## src/rtl/pipe_arith_hs.sv

```systemverilog
// F = ((a+b)+(c-d))*d, three registered stages, valid/ready with combinational ready chain (bubble collapsing).
// Latency 3 cycles, 1 beat/cycle; a stalled stage holds data and valid. Optional clamp via `PIPE_ARITH_SAT_EN.
module pipe_arith_hs #(
  parameter int N = 10,
  localparam int FW = 2*N+3
) (
  input  logic          clk,
  input  logic          rst_n,
  input  logic          flush,
  input  logic          in_valid,
  output logic          in_ready,
  input  logic [N-1:0]  a,
  input  logic [N-1:0]  b,
  input  logic [N-1:0]  c,
  input  logic [N-1:0]  d,
  output logic          out_valid,
  input  logic          out_ready,
  output logic [FW-1:0] out_f,
  output logic          out_sat,
  output logic          busy
);

  logic          v1_q, v1_d, v2_q, v2_d, v3_q, v3_d;
  logic [N:0]    x1_q, x1_d;
  logic [N:0]    x2_q, x2_d;
  logic [N-1:0]  d1_q, d1_d;
  logic [N+2:0]  x3_q, x3_d;
  logic [N-1:0]  d2_q, d2_d;
  logic [FW-1:0] f_q, f_d;
  logic          sat_q, sat_d;

  logic r1, r2, r3;
  logic ld1, ld2, ld3;
  logic signed [FW-1:0] x3_w, d_w, prod;

  always_comb begin
    r3 = !v3_q | out_ready;
    r2 = !v2_q | r3;
    r1 = !v1_q | r2;
    ld1 = r1 & in_valid & !flush;
    ld2 = r2 & v1_q & !flush;
    ld3 = r3 & v2_q & !flush;
  end

  always_comb begin
    if (flush) begin
      v1_d = 1'b0;
      v2_d = 1'b0;
      v3_d = 1'b0;
    end else begin
      v1_d = r1 ? in_valid : v1_q;
      v2_d = r2 ? v1_q : v2_q;
      v3_d = r3 ? v2_q : v3_q;
    end
  end

  // x2 and x3 are two's complement; plain modular adds give the right bits.
  always_comb begin
    x1_d = x1_q;
    x2_d = x2_q;
    d1_d = d1_q;
    if (ld1) begin
      x1_d = {1'b0, a} + {1'b0, b};
      x2_d = {1'b0, c} - {1'b0, d};
      d1_d = d;
    end
    x3_d = x3_q;
    d2_d = d2_q;
    if (ld2) begin
      x3_d = {2'b00, x1_q} + {{2{x2_q[N]}}, x2_q};
      d2_d = d1_q;
    end
  end

  always_comb begin
    x3_w = $signed({{N{x3_q[N+2]}}, x3_q});
    d_w  = $signed({{(N+3){1'b0}}, d2_q});
    prod = x3_w * d_w;
  end

`ifdef PIPE_ARITH_SAT_EN
  localparam logic signed [FW-1:0] SAT_MAX = $signed({{(N+3){1'b0}}, {N{1'b1}}});

  always_comb begin
    f_d   = f_q;
    sat_d = sat_q;
    if (ld3) begin
      if (prod[FW-1]) begin
        f_d   = '0;
        sat_d = 1'b1;
      end else if (prod > SAT_MAX) begin
        f_d   = SAT_MAX;
        sat_d = 1'b1;
      end else begin
        f_d   = prod;
        sat_d = 1'b0;
      end
    end
  end
`else
  always_comb begin
    f_d   = f_q;
    sat_d = 1'b0;
    if (ld3) begin
      f_d = prod;
    end
  end
`endif

  always_ff @(posedge clk or negedge rst_n) begin
    if (!rst_n) begin
      v1_q  <= 1'b0;
      v2_q  <= 1'b0;
      v3_q  <= 1'b0;
      x1_q  <= '0;
      x2_q  <= '0;
      d1_q  <= '0;
      x3_q  <= '0;
      d2_q  <= '0;
      f_q   <= '0;
      sat_q <= 1'b0;
    end else begin
      v1_q  <= v1_d;
      v2_q  <= v2_d;
      v3_q  <= v3_d;
      x1_q  <= x1_d;
      x2_q  <= x2_d;
      d1_q  <= d1_d;
      x3_q  <= x3_d;
      d2_q  <= d2_d;
      f_q   <= f_d;
      sat_q <= sat_d;
    end
  end

  assign in_ready  = r1;
  assign out_valid = v3_q;
  assign out_f     = f_q;
  assign out_sat   = sat_q;
  assign busy      = v1_q | v2_q | v3_q;

endmodule
```

## config.mk

```make
export PLATFORM = sky130hd
export DESIGN_NAME = pipe_arith_hs
export DESIGN_NICKNAME = d
export VERILOG_FILES = /design/src/rtl/pipe_arith_hs.sv
export SDC_FILE = /design/constraint.sdc
export NUM_CORES = 1
export LEC_CHECK = 0
export CAP_MARGIN = 30
export CELL_PAD_IN_SITES_DETAIL_PLACEMENT = 1
export CELL_PAD_IN_SITES_GLOBAL_PLACEMENT = 1
export CORE_AREA = 4 4 108 213
export DETAILED_ROUTE_END_ITERATION = 10
export DIE_AREA = 0 0 112 217
export GPL_ROUTABILITY_DRIVEN = 0
export PLACE_DENSITY = 0.85
export SYNTH_ARGS = -nofsm -noshare
export SYNTH_HDL_FRONTEND = slang
export SYNTH_SLANG_ARGS = --single-unit
export TNS_END_PERCENT = 50
```

## constraint.sdc

```tcl
create_clock -name clk -period 13.7 [get_ports clk]
set_input_delay 2.055 -clock clk [delete_from_list [all_inputs] [get_ports clk]]
set_output_delay 2.055 -clock clk [all_outputs]
set_load 0.01 [all_outputs]
```

==> flow_metrics.env, run 1 <==
export IMPL_synth_ff_type="dfrtp_1"
export IMPL_nFillCells=2515
export IMPL_cts_root_buf="clkbuf_16"
export IMPL_cts_setup_buffers=0
export IMPL_syn_area_sq_um=9490
export IMPL_slew_violations=0
export IMPL_worstPathRequired_ps=13990
export IMPL_synth_nets=1299
export IMPL_drc_errors=0
export IMPL_final_cell_mix="inv_1 (199), nand2_1 (137), fa_1 (121), ha_1 (84), dfrtp_1 (81)"
export IMPL_holdCritPathClass="flop to flop"
export IMPL_ff_latch_area_sq_um=2030
export IMPL_crit_fanout=14
export IMPL_grt_pass1_wl_mm=39.5
export IMPL_maxCapViolCount=0
export IMPL_num_vias=7219
export IMPL_area_growth_pct=12.7
export IMPL_synth_cells=1049
export IMPL_r2r_setup_slack_ps=8170
export IMPL_die_height_um=217
export IMPL_start_util_pct=44.3
export IMPL_dr_pass1_iters=4
export IMPL_port_buffer_count=70
export IMPL_layout_drive_gt1_share_pct=3.92
export IMPL_rows=76
export IMPL_core_sq_um=21400
export IMPL_ys_seq_elements=81
export IMPL_worstSkewPairLatency_ps=360
export IMPL_synth_top_cells_by_area="fa_1 (26%), dfrtp_1 (21%), ha_1 (11%)"
export IMPL_pin_count=72
export IMPL_dp_hpwl_mm=19.0
export IMPL_setup_viol=0
export IMPL_path_clk_slew_ps=70
export IMPL_syn_area_per_cell_sq_um=9.04
export IMPL_synthArstFlopShare_pct=100
export IMPL_rr_worst_depth=17
export IMPL_yosysTopAreaCell="fa_1"
export IMPL_grt_pass1_vias=8309
export IMPL_final_common_cell="inv_1"
export IMPL_worst_slew_pin_slew_ps=797
export IMPL_n_antenna_cell=0
export IMPL_crit_path_end_kind="flop"
export IMPL_synth_seq_area_share_pct=21.4
export IMPL_slew_headroom_pct=46.8
export IMPL_die_area_sq_um=24300
export IMPL_path_class="flop to flop"
export IMPL_yosys_warnings=0
export IMPL_fin_crit_sh_pct=40.4
export IMPL_wl_per_cell_um=16.8
export IMPL_cp_start_kind="flop"
export IMPL_yosysUniqueCellTypes=57
export IMPL_arrival_ps=5830
export IMPL_status="finished, final reports clean"
export IMPL_holdBufCountCts=0
export IMPL_setup_tns_ps=0
export IMPL_netlist_area_leader_share_pct=25.5
export IMPL_rr_startpoint="d2_q[2]"
export IMPL_clock_fmax_mhz=181
export IMPL_crit_end="out_f[20]"
export IMPL_reg2reg_to="out_f[20]"
export IMPL_ctsHtreeMaxLevel=3
export IMPL_cts_buffer_depth=2
export IMPL_period_minus_slack_ps=5530
export IMPL_die_w_um=112
export IMPL_final_hold_viol_count=0
export IMPL_rsz0062_at_grt="no"
export IMPL_antenna_found_initial=0
export IMPL_nNetsFinal=1342
export IMPL_startpoint="d2_q[2]"
export IMPL_synth_edf_count=0
export IMPL_routed_via_density=5.27
export IMPL_drtIter0Drc=225
export IMPL_multi_input_area_sq_um=6540
export IMPL_clkSinkCount=81
export IMPL_cts_tree="built"
export IMPL_grt_max_degree=77
export IMPL_cts_buffers=9
export IMPL_drtAntennaViolNets=0
export IMPL_finalWirelength_mm=23.0
export IMPL_overflow=0
export IMPL_grt_use_total_pct=20.1
export IMPL_skew_ps=8.99
export IMPL_ctsResizeCount=0
-- synthesized netlist by cell type (4+ instances only) --
cell type  count
a21oi_1       27
and3_1         6
o21ai_0       45
nor2b_1        7
buf_1          4
ha_1          84
o21ai_1       18
o21a_1        10
nor3_1         6
nand2_1      137
and2_1        65
clkbuf_1      30
o31ai_1       10
a21o_1        13
nor4b_1        6
a211oi_1       9
buf_2          7
xor2_1        20
dfrtp_1       81
mux2_2        15
nand2b_1      10
nor2_1        28
a31oi_1        5
xnor2_1       15
nor3b_1       13
fa_1         121
nand3_1       14
inv_1        199
-- logic make-up (layout without fill, tap and decap cells) --
family	after synthesis	count (layout)	synth area share, %
xor+xnor	35	35	3.23
compound gates	163	163	11.0
other cells	1	1	0.0395
buf+inv	241	289	9.67
simple gates	305	305	16.0
flops	81	81	21.4
mux	18	18	2.11
fa+ha+maj	205	205	36.6
-- metal layers --
| layer | share of wire, % | track usage [%] | up-vias |
|---|---|---|---|
| li1 | - | - | 3400 |
| met1 | 34 | 19.2 | 3641 |
| met2 | 60 | 42.0 | 121 |
| met3 | 2.0 | 2.06 | 57 |
| met4 | 3.4 | 8.26 | 0 |
| met5 | 0 | 0 | - |
-- final cells by class --
cell class                      count  area share, %
Tap cell                          273           3.20
Inverter                          199           6.99
Timing Repair Buffer               74           6.81
Clock inverter                      7          0.714
Multi-Input combinational cell    727           61.2
Clock buffer                        9           2.11
Sequential cell                    81           19.0
-- flip-flops by register name, summed over array words and instances, names as in the netlist --
signal / flops
out_f: 23
x2_q: 11
v2_q: 1
x3_q: 13
out_valid: 1
x1_q: 11
d1_q: 10
d2_q: 10
v1_q: 1
-- metrics by stage --
stage / std cells / instance area, sq um / hold slack, ps / utilization [%] / setup WS [ps]
floorplan: 1049 / 9490 / 446 / - / 8690
global placement: 1354 / 10400 / 457 / 48.5 / 8260
detailed placement: 1354 / 10400 / 464 / 48.5 / 8220
CTS: 1370 / 10700 / 484 / 50.0 / 8130
global route: 1370 / 10700 / 499 / 50.0 / 7860
finish: 1370 / 10700 / 477 / 50.0 / 8170
-- critical path: stages, from the launching register on --
cell and delay, ps:
dfrtp_1 680, nand2_1 250, inv_1 130, fa_1 440, fa_1 500, fa_1 520
fa_1 500, inv_1 60, fa_1 490, inv_1 50, ha_1 370, a21oi_1 260
inv_1 80, o311ai_2 230, and2b_1 220, a21oi_2 90, or4_1 480, nand3_1 100
-- how the worst min path moves through the flow --
stage | cells past startpoint | endpoint | from | slack [ps]
floorplan | 2 | d1_q[1] | d1_q[1] | 450
global placement | 2 | d1_q[4] | d1_q[4] | 460
detailed placement | 2 | out_f[18] | out_f[18] | 460
CTS | 2 | out_f[18] | out_f[18] | 480
global route | 2 | out_f[18] | out_f[18] | 500
finish | 2 | out_f[21] | out_f[21] | 480
Power of run 1 is not shown: default switching activity piles up to over one toggle a cycle in this logic, so the estimate is an artifact.
==> run 2: changes to the inputs <==
==> constraint.sdc (replaced) <==
create_clock -name clk -period 5.6 [get_ports clk]
set_input_delay 0.84 -clock clk [delete_from_list [all_inputs] [get_ports clk]]
set_output_delay 0.84 -clock clk [all_outputs]
set_load 0.01 [all_outputs]
==> flow_metrics.env, run 2 (synthesis gave the netlist of run 1 again) <==
export IMPL_status="finished, final reports clean"
export IMPL_start_util_pct=44.3
export IMPL_overflow=0
export IMPL_layout_drive_gt1_share_pct=4.73
export IMPL_arrival_ps=5550
export IMPL_cts_buffer_depth=2
export IMPL_holdCritPathClass="input pin to async pin"
export IMPL_die_area_sq_um=24300
export IMPL_worst_slew_pin_slew_ps=847
export IMPL_grt_pass1_vias=8283
export IMPL_drc_errors=0
export IMPL_drtAntennaViolNets=0
export IMPL_final_hold_viol_count=0
export IMPL_wl_per_cell_um=17.7
export IMPL_die_w_um=112
export IMPL_cts_buffers=9
export IMPL_dr_pass1_iters=4
export IMPL_core_sq_um=21400
export IMPL_drtIter0Drc=245
export IMPL_nNetsFinal=1344
export IMPL_cp_start_kind="flop"
export IMPL_final_cell_mix="inv_1 (199), nand2_1 (137), fa_1 (121), ha_1 (84), dfrtp_1 (73)"
export IMPL_setup_tns_ps=0
export IMPL_largest_reg_flops=23
export IMPL_crit_fanout=11
export IMPL_cts_root_buf="clkbuf_16"
export IMPL_grt_pass1_wl_mm=40.5
export IMPL_r2r_setup_slack_ps=260
export IMPL_clock_fmax_mhz=187
export IMPL_cts_tree="built"
export IMPL_fin_crit_sh_pct=95.4
export IMPL_fin_ws_ps=258
export IMPL_dp_slack_ps=211
export IMPL_skew_ps=9.51
export IMPL_path_class="flop to flop"
export IMPL_rsz0062_at_grt="no"
export IMPL_clkSinkCount=81
export IMPL_pin_count=72
export IMPL_die_height_um=217
export IMPL_worstSkewPairLatency_ps=370
export IMPL_finalWirelength_mm=24.3
export IMPL_dp_hpwl_mm=20.1
export IMPL_grt_use_total_pct=20.8
export IMPL_slew_headroom_pct=43.5
export IMPL_area_growth_pct=13.0
export IMPL_holdBufCountCts=0
export IMPL_setup_viol=0
export IMPL_slew_violations=0
export IMPL_crit_path_end_kind="flop"
export IMPL_antenna_found_initial=0
export IMPL_worstPathRequired_ps=5810
export IMPL_nFillCells=2525
export IMPL_grt_max_degree=77
export IMPL_ctsHtreeMaxLevel=3
export IMPL_path_clk_slew_ps=70
export IMPL_num_vias=7294
export IMPL_routed_via_density=5.32
export IMPL_period_minus_slack_ps=5340
export IMPL_n_antenna_cell=0
export IMPL_rows=76
export IMPL_port_buffer_count=70
export IMPL_final_common_cell="inv_1"
export IMPL_maxCapViolCount=0
run 2: cell types whose count changed in the layout (fill, tap and decap cells not counted):
| cell | before | now |
|---|---|---|
| dfrtp_1 | 81 | 73 |
| dfrtp_2 | 0 | 8 |
| buf_4 | 5 | 7 |
| clkbuf_1 | 0 | 1 |
| clkbuf_8 | 0 | 1 |
| clkinv_2 | 1 | 0 |
| clkinv_4 | 1 | 2 |
| clkinvlp_4 | 2 | 1 |
| inv_6 | 2 | 1 |
run 2: repair_timing:
action / 4_1_cts / 5_1_grt
endpoints found under the setup margin: 0 / 4
buffers inserted: 0 / 0
gates resized for setup: 0 / 8
run 2: worst paths after layout:
kind                          from  cells after the start         to
min                          rst_n                      1   out_f[7]
min in group clk           d1_q[6]                      2    d1_q[6]
max reg2reg                x3_q[5]                     17  out_f[15]
min reg2reg                d1_q[6]                      2    d1_q[6]
max                        x3_q[5]                     17  out_f[15]
max in group asynchronous    rst_n                      2   x3_q[12]
run 2: routing by layer:
metal | GRT usage [%] | wire length (um) | vias to the layer above
met5 | 0 | 0 | -
met4 | 8.99 | 822 | 0
met3 | 2.23 | 495 | 55
met2 | 42.8 | 14700 | 138
met1 | 20.2 | 8240 | 3698
li1 | - | - | 3403
run 2: cell type report:
class	instances	area [sq um]	share of cell area, %
multi-input cells	727	6540	61.0
flip-flops and latches	81	2040	19.0
inverters	199	747	6.97
repair buffers	76	743	6.93
well taps	273	342	3.19
clock buffers	11	243	2.26
clock inverters	5	63.8	0.595
run 2: critical path: stages (launching register included):
cell and delay, ps:
dfrtp_1 600, nand2_1 150, fa_1 490, fa_1 520, fa_1 550, inv_1 50
fa_1 470, inv_1 50, fa_1 470, inv_1 40, ha_1 360, and4_1 230
o21a_1 150, o31ai_1 330, a31oi_1 160, o21ai_1 180, mux2i_1 210, o311ai_0 160
run 2: metrics by stage:
step           cells  area (sq um)  util, %  hold WS (ps)
2_1_floorplan   1049          9490        -           446
3_3_place_gp    1356         10400     48.6           457
3_5_place_dp    1356         10400     48.6           468
4_1_cts         1372         10700     50.0           327
5_1_grt         1372         10700     50.1           348
6_report        1372         10700     50.1           328
Power of run 2 is left out for the same reason.
==> run 3: changes to the inputs <==
==> constraint.sdc (replaced) <==
create_clock -name clk -period 6.75 [get_ports clk]
set_input_delay 1.0125 -clock clk [delete_from_list [all_inputs] [get_ports clk]]
set_output_delay 1.0125 -clock clk [all_outputs]
set_load 0.01 [all_outputs]
==> flow_metrics.env, run 3 (synthesis gave the netlist of run 1 again) <==
export IMPL_nNetsFinal=1342
export IMPL_crit_chain="nand2_1 > fa_1 > inv_1 > fa_1 > fa_1 > fa_1 > inv_1 > fa_1 > inv_1 > ha_1 > nand3_1 > a211oi_1 > nand3_1 > a21bo_2 > a21bo_1 > nand3_1"
export IMPL_antenna_found_initial=0
export IMPL_clkSinkCount=81
export IMPL_status="finished, final reports clean"
export IMPL_largest_reg_flops=23
export IMPL_fin_crit_sh_pct=80.9
export IMPL_final_hold_viol_count=0
export IMPL_final_common_cell="inv_1"
export IMPL_num_vias=7261
export IMPL_arrival_ps=5760
export IMPL_crit_top_cell="fa_1"
export IMPL_grt_pass1_wl_mm=40.3
export IMPL_core_sq_um=21400
export IMPL_rows=76
export IMPL_worstPathRequired_ps=7060
export IMPL_crit_path_end_kind="flop"
export IMPL_path_class="flop to flop"
export IMPL_grt_busiest_layer="met2"
export IMPL_layout_drive_gt1_share_pct=3.74
export IMPL_grt_max_degree=77
export IMPL_wl_per_cell_um=17.5
export IMPL_clock_fmax_mhz=183
export IMPL_cpPeakStageDelay_ps=660
export IMPL_pin_count=72
export IMPL_grt_pass1_vias=8377
export IMPL_die_height_um=217
export IMPL_drtIter0Drc=297
export IMPL_grt_use_total_pct=20.7
export IMPL_die_area_sq_um=24300
export IMPL_drtAntennaViolNets=0
export IMPL_routed_via_density=5.31
export IMPL_cts_setup_buffers=0
export IMPL_cts_root_buf="clkbuf_16"
export IMPL_overflow=0
export IMPL_worst_slew_pin_slew_ps=829
export IMPL_ctsHtreeMaxLevel=3
export IMPL_area_growth_pct=12.8
export IMPL_slew_violations=0
export IMPL_use_met1_pct=19.6
export IMPL_ctsResizeCount=0
export IMPL_n_antenna_cell=0
export IMPL_crit_fanout=14
export IMPL_holdCritPathClass="flop to flop"
export IMPL_maxCapViolCount=0
export IMPL_drc_errors=0
export IMPL_cts_buffers=9
export IMPL_final_cell_mix="inv_1 (199), nand2_1 (137), fa_1 (121), ha_1 (84), dfrtp_1 (81)"
export IMPL_slew_headroom_pct=44.7
export IMPL_cts_tree="built"
export IMPL_path_clk_slew_ps=60
export IMPL_holdBufCountCts=0
export IMPL_nFillCells=2507
export IMPL_start_util_pct=44.3
export IMPL_dp_hpwl_mm=19.7
export IMPL_cp_start_kind="flop"
export IMPL_period_minus_slack_ps=5460
export IMPL_dr_pass1_iters=4
export IMPL_cts_buffer_depth=2
export IMPL_finalWirelength_mm=23.9
export IMPL_setup_viol=0
export IMPL_skew_ps=12.3
export IMPL_die_w_um=112
export IMPL_setup_tns_ps=0
export IMPL_worstSkewPairLatency_ps=370
export IMPL_rsz0062_at_grt="no"
export IMPL_use_met2_pct=41.8
export IMPL_grt_met3_usage_pct=3.17
export IMPL_port_buffer_count=70
export IMPL_slowest_stage="dfrtp_1"
run 3: layout make-up:
type | instances | area (sq um) | area share [%]
Timing Repair Buffer | 74 | 728 | 6.80
Clock inverter | 4 | 77.6 | 0.725
Clock buffer | 10 | 239 | 2.23
Sequential cell | 81 | 2030 | 18.9
Inverter | 199 | 747 | 6.98
Multi-Input combinational cell | 727 | 6540 | 61.1
Tap cell | 273 | 342 | 3.19
run 3: final timing paths:
kind                         start        end  slack (ps)  depth (start not counted)
max reg2reg                d2_q[3]  out_f[22]        1290                         16
min in group asynchronous    rst_n   out_f[5]         500                          1
max                        d2_q[3]  out_f[22]        1290                         16
max in group asynchronous    rst_n    d1_q[9]        5130                          2
min                        d1_q[6]    d1_q[6]         470                          2
min reg2reg                d1_q[6]    d1_q[6]         470                          2
run 3: stage by stage:
stage	std cells	util (%)	area [sq um]	hold slack, ps	setup slack (ps)
global placement	1354	48.5	10400	457	1530
global route	1368	50.0	10700	507	1030
finish	1368	50.0	10700	474	1290
detailed placement	1354	48.5	10400	466	1350
CTS	1368	50.0	10700	480	1340
floorplan	1049	-	9490	446	1740
run 3: routing by layer:
layer	part of all wire (%)	vias to the layer above
li1	-	3389
met1	34	3669
met2	60	137
met3	2.5	66
met4	4.3	0
met5	0	-
run 3: worst max-delay path, delay by kind of cell (launching register included):
family	cells	cell delay, ps
flops	1	660
simple gates	4	700
compound gates	3	920
fa+ha+maj	6	2950
buf+inv	3	160
Power of run 3 is left out for the same reason.
